`src/rtl/vram_burst_control.sv`:
```
// vram_burst_control: byte-stream command decoder driving a multi-lane VRAM bus.
// Accepts opcode+arg byte pairs from the host bridge. Runs burst read/write bus
// cycles with address auto-increment, a per-lane write mask and programmable
// strobe timing. Response bytes go back to the host with valid/ready backpressure.
//
// Ports:
//   clock, reset         system clock, synchronous active-high reset
//   read_data_i/valid_i  host command/data byte stream (no backpressure)
//   write_data_o/valid_o response byte to host, held until write_ready_i
//   write_ready_i        host accepts the response byte
//   busy_o               controller not idle
//   va_o                 VRAM address, 0 outside bus cycles
//   vrd_n_o              read strobe, active low
//   vwr_n_o              per-lane write strobe, active low
//   lvl_vd_dir_o         1 = FPGA drives the data lanes
//   vd_o / vd_i          lane data out / in, lane k = [8k+7:8k]
//   error_bad_opcode_o   sticky unknown-opcode flag
//   error_bad_timing_o   sticky inconsistent-timing flag
module vram_burst_control #(
  parameter int unsigned ADDR_BITS   = 15,
  parameter int unsigned LANES       = 2,
  parameter int unsigned TIMING_BITS = 6
) (
  input  logic                   clock,
  input  logic                   reset,
  input  logic [7:0]             read_data_i,
  input  logic                   read_valid_i,
  output logic [7:0]             write_data_o,
  output logic                   write_valid_o,
  input  logic                   write_ready_i,
  output logic                   busy_o,
  output logic [ADDR_BITS-1:0]   va_o,
  output logic                   vrd_n_o,
  output logic [LANES-1:0]       vwr_n_o,
  output logic                   lvl_vd_dir_o,
  output logic [8*LANES-1:0]     vd_o,
  input  logic [8*LANES-1:0]     vd_i,
  output logic                   error_bad_opcode_o,
  output logic                   error_bad_timing_o
);

  localparam int unsigned DW    = 8 * LANES;
  localparam int unsigned IDX_W = (LANES > 1) ? $clog2(LANES) : 1;
  localparam int unsigned REM_W = 9;
  localparam int unsigned TW    = TIMING_BITS;

  typedef enum logic [2:0] {
    S_IDLE, S_WAIT_ARG, S_EXECUTE, S_WAIT_DATA, S_CYCLE, S_DRAIN, S_OUTPUT
  } state_e;

  state_e               state_q, state_d;
  logic [7:0]           opcode_q, opcode_d;
  logic [7:0]           arg_q, arg_d;
  logic [ADDR_BITS-1:0] addr_q, addr_d;
  logic [TW-1:0]        t_asrt_q, t_asrt_d;
  logic [TW-1:0]        t_smpl_q, t_smpl_d;
  logic [TW-1:0]        t_rels_q, t_rels_d;
  logic [TW-1:0]        t_dur_q, t_dur_d;
  logic [LANES-1:0]     mask_q, mask_d;
  logic [REM_W-1:0]     rem_q, rem_d;
  logic [TW-1:0]        cnt_q, cnt_d;
  logic [IDX_W-1:0]     idx_q, idx_d;
  logic                 is_wr_q, is_wr_d;
  logic                 act_q, act_d;
  logic [DW-1:0]        rbuf_q, rbuf_d;
  logic [DW-1:0]        wbuf_q, wbuf_d;
  logic [7:0]           out_data_q, out_data_d;
  logic                 out_valid_q, out_valid_d;
  logic                 busy_q, busy_d;
  logic [ADDR_BITS-1:0] va_q, va_d;
  logic                 vrd_n_q, vrd_n_d;
  logic [LANES-1:0]     vwr_n_q, vwr_n_d;
  logic                 dir_q, dir_d;
  logic [DW-1:0]        vd_q, vd_d;
  logic                 err_op_q, err_op_d;
  logic                 err_tim_q, err_tim_d;

  logic [23:0]          addr_ext;
  logic                 timing_ok;
  logic [IDX_W-1:0]     idx_nxt;

  // State and datapath registers
  always_ff @(posedge clock) begin
    if (reset) begin
      state_q     <= S_IDLE;
      opcode_q    <= '0;
      arg_q       <= '0;
      addr_q      <= '0;
      t_asrt_q    <= TW'(15);
      t_smpl_q    <= TW'(31);
      t_rels_q    <= TW'(47);
      t_dur_q     <= TW'(63);
      mask_q      <= '1;
      rem_q       <= '0;
      cnt_q       <= '0;
      idx_q       <= '0;
      is_wr_q     <= 1'b0;
      act_q       <= 1'b0;
      rbuf_q      <= '0;
      wbuf_q      <= '0;
      out_data_q  <= '0;
      out_valid_q <= 1'b0;
      busy_q      <= 1'b0;
      va_q        <= '0;
      vrd_n_q     <= 1'b1;
      vwr_n_q     <= '1;
      dir_q       <= 1'b0;
      vd_q        <= '0;
      err_op_q    <= 1'b0;
      err_tim_q   <= 1'b0;
    end else begin
      state_q     <= state_d;
      opcode_q    <= opcode_d;
      arg_q       <= arg_d;
      addr_q      <= addr_d;
      t_asrt_q    <= t_asrt_d;
      t_smpl_q    <= t_smpl_d;
      t_rels_q    <= t_rels_d;
      t_dur_q     <= t_dur_d;
      mask_q      <= mask_d;
      rem_q       <= rem_d;
      cnt_q       <= cnt_d;
      idx_q       <= idx_d;
      is_wr_q     <= is_wr_d;
      act_q       <= act_d;
      rbuf_q      <= rbuf_d;
      wbuf_q      <= wbuf_d;
      out_data_q  <= out_data_d;
      out_valid_q <= out_valid_d;
      busy_q      <= busy_d;
      va_q        <= va_d;
      vrd_n_q     <= vrd_n_d;
      vwr_n_q     <= vwr_n_d;
      dir_q       <= dir_d;
      vd_q        <= vd_d;
      err_op_q    <= err_op_d;
      err_tim_q   <= err_tim_d;
    end
  end

  assign timing_ok = (t_asrt_q < t_smpl_q) && (t_smpl_q < t_rels_q) && (t_rels_q <= t_dur_q);
  assign idx_nxt   = idx_q + IDX_W'(1);

  // Next-state, datapath and registered-output decode
  always_comb begin
    state_d     = state_q;
    opcode_d    = opcode_q;
    arg_d       = arg_q;
    addr_d      = addr_q;
    t_asrt_d    = t_asrt_q;
    t_smpl_d    = t_smpl_q;
    t_rels_d    = t_rels_q;
    t_dur_d     = t_dur_q;
    mask_d      = mask_q;
    rem_d       = rem_q;
    cnt_d       = cnt_q;
    idx_d       = idx_q;
    is_wr_d     = is_wr_q;
    act_d       = act_q;
    rbuf_d      = rbuf_q;
    wbuf_d      = wbuf_q;
    out_data_d  = out_data_q;
    out_valid_d = out_valid_q;
    err_op_d    = err_op_q;
    err_tim_d   = err_tim_q;
    addr_ext    = 24'(addr_q);

    unique case (state_q)
      S_IDLE: begin
        if (read_valid_i) begin
          opcode_d = read_data_i;
          state_d  = S_WAIT_ARG;
        end
      end

      S_WAIT_ARG: begin
        if (read_valid_i) begin
          arg_d   = read_data_i;
          state_d = S_EXECUTE;
        end
      end

      S_EXECUTE: begin
        state_d = S_IDLE;
        case (opcode_q)
          8'h00: ;
          8'h01: begin
            out_data_d  = arg_q;
            out_valid_d = 1'b1;
            state_d     = S_OUTPUT;
          end
          8'h10: begin
            opcode_d  = '0;
            arg_d     = '0;
            addr_d    = '0;
            t_asrt_d  = TW'(15);
            t_smpl_d  = TW'(31);
            t_rels_d  = TW'(47);
            t_dur_d   = TW'(63);
            mask_d    = '1;
            rem_d     = '0;
            cnt_d     = '0;
            idx_d     = '0;
            is_wr_d   = 1'b0;
            act_d     = 1'b0;
            rbuf_d    = '0;
            wbuf_d    = '0;
            out_data_d = '0;
            err_op_d  = 1'b0;
            err_tim_d = 1'b0;
          end
          // Address bytes above ADDR_BITS fall off in the truncating cast
          8'h20: begin addr_ext[7:0]   = arg_q; addr_d = ADDR_BITS'(addr_ext); end
          8'h21: begin addr_ext[15:8]  = arg_q; addr_d = ADDR_BITS'(addr_ext); end
          8'h22: begin addr_ext[23:16] = arg_q; addr_d = ADDR_BITS'(addr_ext); end
          8'h30: begin out_data_d = addr_ext[7:0];   out_valid_d = 1'b1; state_d = S_OUTPUT; end
          8'h31: begin out_data_d = addr_ext[15:8];  out_valid_d = 1'b1; state_d = S_OUTPUT; end
          8'h32: begin out_data_d = addr_ext[23:16]; out_valid_d = 1'b1; state_d = S_OUTPUT; end
          8'h40: mask_d   = LANES'(arg_q);
          8'h60: t_asrt_d = TW'(arg_q);
          8'h61: t_smpl_d = TW'(arg_q);
          8'h62: t_rels_d = TW'(arg_q);
          8'h63: t_dur_d  = TW'(arg_q);
          8'h70, 8'h71: begin
            if (!timing_ok) begin
              err_tim_d = 1'b1;
            end else begin
              rem_d   = REM_W'(arg_q) + REM_W'(1);
              is_wr_d = opcode_q[0];
              cnt_d   = '0;
              act_d   = 1'b0;
              idx_d   = '0;
              state_d = opcode_q[0] ? S_WAIT_DATA : S_CYCLE;
            end
          end
          default: err_op_d = 1'b1;
        endcase
      end

      // Every lane consumes a byte, masked or not
      S_WAIT_DATA: begin
        if (read_valid_i) begin
          wbuf_d[8*int'(idx_q) +: 8] = read_data_i;
          if (idx_q == IDX_W'(LANES - 1)) begin
            idx_d   = '0;
            cnt_d   = '0;
            act_d   = 1'b0;
            state_d = S_CYCLE;
          end else begin
            idx_d = idx_nxt;
          end
        end
      end

      // act_d takes effect one clock later: strobe low for counts assert+1..release
      S_CYCLE: begin
        if (cnt_q == t_asrt_q) act_d = 1'b1;
        if (cnt_q == t_rels_q) act_d = 1'b0;
        if (!is_wr_q && (cnt_q == t_smpl_q)) rbuf_d = vd_i;
        if (cnt_q == t_dur_q) begin
          addr_d = addr_q + ADDR_BITS'(1);
          rem_d  = rem_q - REM_W'(1);
          cnt_d  = '0;
          act_d  = 1'b0;
          idx_d  = '0;
          if (is_wr_q) begin
            state_d = (rem_d == '0) ? S_IDLE : S_WAIT_DATA;
          end else begin
            out_data_d  = rbuf_d[7:0];
            out_valid_d = 1'b1;
            state_d     = S_DRAIN;
          end
        end else begin
          cnt_d = cnt_q + TW'(1);
        end
      end

      S_DRAIN: begin
        if (write_ready_i) begin
          if (idx_q == IDX_W'(LANES - 1)) begin
            out_valid_d = 1'b0;
            idx_d       = '0;
            state_d     = (rem_q == '0) ? S_IDLE : S_CYCLE;
          end else begin
            idx_d      = idx_nxt;
            out_data_d = rbuf_q[8*int'(idx_nxt) +: 8];
          end
        end
      end

      S_OUTPUT: begin
        if (write_ready_i) begin
          out_valid_d = 1'b0;
          state_d     = S_IDLE;
        end
      end

      default: state_d = S_IDLE;
    endcase

    // Pin registers follow the state being entered
    busy_d  = (state_d != S_IDLE);
    va_d    = (state_d == S_CYCLE) ? addr_d : '0;
    dir_d   = (state_d == S_CYCLE) && is_wr_d;
    vd_d    = dir_d ? wbuf_d : '0;
    vrd_n_d = !((state_d == S_CYCLE) && !is_wr_d && act_d);
    vwr_n_d = ((state_d == S_CYCLE) && is_wr_d && act_d) ? ~mask_d : '1;
  end

  assign write_data_o       = out_data_q;
  assign write_valid_o      = out_valid_q;
  assign busy_o             = busy_q;
  assign va_o               = va_q;
  assign vrd_n_o            = vrd_n_q;
  assign vwr_n_o            = vwr_n_q;
  assign lvl_vd_dir_o       = dir_q;
  assign vd_o               = vd_q;
  assign error_bad_opcode_o = err_op_q;
  assign error_bad_timing_o = err_tim_q;

endmodule

```
`config.mk`:
```
export PLATFORM = sky130hd
export DESIGN_NAME = vram_burst_control
export DESIGN_NICKNAME = d
export VERILOG_FILES = /design/src/rtl/vram_burst_control.sv
export SDC_FILE = /design/constraint.sdc
export NUM_CORES = 1
export LEC_CHECK = 0
export BUFFER_PORTS_ARGS = -buffer_cell sky130_fd_sc_hd__buf_2
export CAP_MARGIN = 20
export CORE_ASPECT_RATIO = 2
export CORE_MARGIN = 2
export CORE_UTILIZATION = 50
export CTS_BUF_LIST = sky130_fd_sc_hd__clkbuf_8
export DETAILED_ROUTE_END_ITERATION = 10
export GPL_ROUTABILITY_DRIVEN = 0
export MAX_ROUTING_LAYER = met4
export PLACE_DENSITY = 0.66
export SLEW_MARGIN = 20
export SYNTH_ARGS = -nofsm -noshare
export SYNTH_HDL_FRONTEND = slang
export SYNTH_SLANG_ARGS = --single-unit
export TNS_END_PERCENT = 10
```
`constraint.sdc`:
```
create_clock -name clock -period 3.5 [get_ports clock]
set_input_delay 0.7 -clock clock [delete_from_list [all_inputs] [get_ports clock]]
set_output_delay 0.7 -clock clock [all_outputs]
set_load 0.03 [all_outputs]
```
==> impl_metrics.csv <==
group,metric,value,unit
logic_synthesis,synth-edff-count,0,
logic_synthesis,synthArstFlopShare,0,%
worst_setup_path,cp.required,3.87,ns
clocking,cts_buffers,17,
worst_setup_path,endpoint,"va_o[4]$_SDFF_PP0_",
final_layout,final_common_cell,"dfxtp_1",
worst_setup_path,r2r-end,"va_o[4]$_SDFF_PP0_",
clocking,clockRootBuffer,"clkbuf_8",
final_layout,drive_gt1_share,15.39,%
sta,rsz0062_at_grt,"false",
sta,slew_violations,0,
clocking,path_clk_slew,0.09,ns
die,rows,64,
sta,timing.hold.ws,0.4457,ns
sta,final.setup_skew,0.01270,ns
logic_synthesis,synthDominantCellAreaShare,39.96,%
clocking,clock-sinks,157,
sta,max_freq,318.6,MHz
global_route,grt_pass1_wl,38600,µm
global_route,grt_pass1_vias,7302,
clocking,cts_hold_buf,0,
sta,finalCritPeriodShare,89.68,%
die,die_h,181.4,µm
detailed_routing,wl_per_cell,19.61,µm
clocking,clockBufferDepth,2,
sta,min_period,3.139,ns
worst_setup_path,cp_data_arrival_time,3.51,ns
global_route,grt_usage,30.36,%
detailed_routing,drtPass1Iterations,7,
detailed_routing,drt_wl_total,24400,µm
final_layout,final_nets,1082,
sta,setup_viol,0,
power,cellPowerDensity,396.0,mW/mm²
final_layout,final_cell_mix,"dfxtp_1, nor2_1, nand2_1",
global_route,antenna_found_initial,0,
logic_synthesis,ys_seq_elements,157,
logic_synthesis,synthCells,969,
power,leakagePower,0.003463,µW
worst_setup_path,start_kind,"register",
detailed_routing,drc,0,
logic_synthesis,ys.flop_type,"dfxtp_1",
logic_synthesis,synth_area_leaders,"dfxtp_1, nor2_1, nand2_1",
logic_synthesis,synth.avg_cell_area,8.118,µm²
detailed_routing,vias,7629,
die,io_pins,75,
place,hpwl,17800,µm
status,status,"finished, final reports clean",
logic_synthesis,ys_warn_count,0,
sta,tightest_slew,0.8026,ns
final_layout,area_delta_synth_final,13.36,%
worst_setup_path,crit_path_start,"t_smpl_q[2]$_SDFFE_PP1P_",
clocking,htreeDepth,4,
flow_run,max_cap_violations,0,
worst_setup_path,critPathMaxFanout,18,
detailed_routing,routed_via_density,6.133,
worst_setup_path,crit_type,"reg2reg",
final_layout,fin_area,0.008917,mm²
power,max-vdd-ir-drop,0.0003797,V
die,dieWidth,92.69,µm
final_layout,diodes,0,
place,portBuffers,74,
logic_synthesis,synth_cell_types,69,
worst_setup_path,critPathCaptureType,"register",
global_route,overflow,0,
logic_synthesis,syn-num-nets,1018,
logic_synthesis,yosys.area.top_type,"dfxtp_1",
die,dieArea,0.01681,mm²
die,start_util,51.16,%
clocking,clock_latency,0.48,ns
clocking,post_cts_buffers,0,
clocking,cts_resized,0,
clocking,cts_tree,"built",
global_route,grt_max_degree,100,
sta,relSlewSlack,45.93,%
worst_setup_path,r2r_cells,9,
logic_synthesis,syn_area,0.007866,mm²
sta,finalSetupTns,0,ns
die,core_area,0.01537,mm²
logic_synthesis,ys_seq_area_share,39.96,%
place,dpl-instance-area,0.008512,mm²
worst_setup_path,reg2reg_setup_slack,0.36,ns
detailed_routing,drt.antenna.violating_nets,0,
sta,hold_viol_final,0,
detailed_routing,drtIter0Drc,551,
worst_setup_path,crit-reg2reg-launch,"t_smpl_q[2]$_SDFFE_PP1P_",
worst_hold_path,hold_path.class,"in2reg",
-- cell families (layout without fill, tap and decap cells) --
family | after synthesis | after routing | share of synthesized area [%]
AND/OR/NAND/NOR | 410 | 410 | 26.56
multiplexers | 5 | 5 | 0.6839
adder cells (fa/ha/maj) | 21 | 21 | 3.340
buffers and inverters | 97 | 174 | 4.931
flip-flops | 157 | 157 | 39.96
XOR/XNOR | 39 | 39 | 4.342
AO/OA/AOI/OAI | 240 | 240 | 20.18
-- worst max-delay path, stage by stage (launching register included) --
cell and delay (ns):
dfxtp_1 0.42, inv_1 0.06, ha_1 0.29, a211o_1 0.29, a31oi_1 0.18, o22ai_1 0.18, or3_1 0.46, o211ai_2 0.26
or3_1 0.62, and2b_1 0.26
-- cell usage after synthesis (9+ instances only) --
library cell  count
a21oi_1          56
nand3_1          46
o22ai_1          15
clkbuf_1         57
nand3b_1          9
nand2b_1         19
inv_1            29
and2_1           25
xnor2_1          23
nand2_1          79
xor2_1           16
nor2b_1          18
and3_1           11
ha_1             21
nor2_1          104
a31oi_1          18
a221oi_1         15
o21ai_0          45
nor3_1           43
dfxtp_1         157
a22oi_1          28
nand4_1          13
-- worst min path at each step --
stage | endpoint | depth (start not counted) | slack [ns] | start
after floorplan | rbuf_q[2]$_SDFFE_PP0P_ | 2 | 0.45 | rbuf_q[2]$_SDFFE_PP0P_
after global placement | write_data_o[2]$_SDFFE_PP0P_ | 2 | 0.44 | write_data_o[2]$_SDFFE_PP0P_
after detailed placement | write_data_o[0]$_SDFFE_PP0P_ | 2 | 0.44 | write_data_o[0]$_SDFFE_PP0P_
after CTS | rbuf_q[9]$_SDFFE_PP0P_ | 3 | 0.43 | vd_i[9]
after global routing | rbuf_q[10]$_SDFFE_PP0P_ | 3 | 0.43 | vd_i[10]
final | rbuf_q[10]$_SDFFE_PP0P_ | 3 | 0.45 | vd_i[10]
-- sequential cells by signal (all words and copies together), names as in the netlist, 2 cells and up --
name,flops
t_rels_q,6
t_dur_q,6
t_asrt_q,6
write_data_o,8
vd_o,16
vwr_n_o,2
rem_q,9
state_q,3
wbuf_q,16
t_smpl_q,6
addr_q,15
rbuf_q,16
cnt_q,6
mask_q,2
opcode_q,8
arg_q,8
va_o,15
-- stage by stage --
stage | std cells | util (%) | power (µW) | setup WS, ns
after floorplan | 969 | - | 2032 | 0.6725
final | 1244 | 58.00 | 3532 | 0.3613
after global routing | 1244 | 58.00 | 3647 | 0.1802
after global placement | 1212 | 55.36 | 2136 | 0.4422
after detailed placement | 1212 | 55.36 | 2136 | 0.3979
after CTS | 1244 | 58.00 | 3541 | 0.3755
-- per-layer routing --
metal,GRT usage (%),share of wire (%),vias to the layer above
met2,53.52,53,292
met1,31.44,37,3644
li1,-,-,3611
met4,17.47,5.2,0
met3,4.813,4.5,82
met5,-,0,-
-- area by class of cell --
type | count | area, µm²
clock inverters | 15 | 171.4
fillers | 1547 | 6457
flip-flops and latches | 157 | 3143
multi-input cells | 715 | 4340
clock buffers | 17 | 234.0
inverters | 30 | 112.6
well taps | 198 | 247.7
repair buffers | 112 | 668.1
-- power breakdown --
| group | total [µW] | internal (µW) | switching, µW |
|---|---|---|---|
| combinational | 267 | 91.9 | 175 |
| clock | 1430 | 705 | 726 |
| sequential | 1830 | 1800 | 32.8 |
| total | 3530 | 2600 | 934 |
Power figures use the tool's default switching activity.
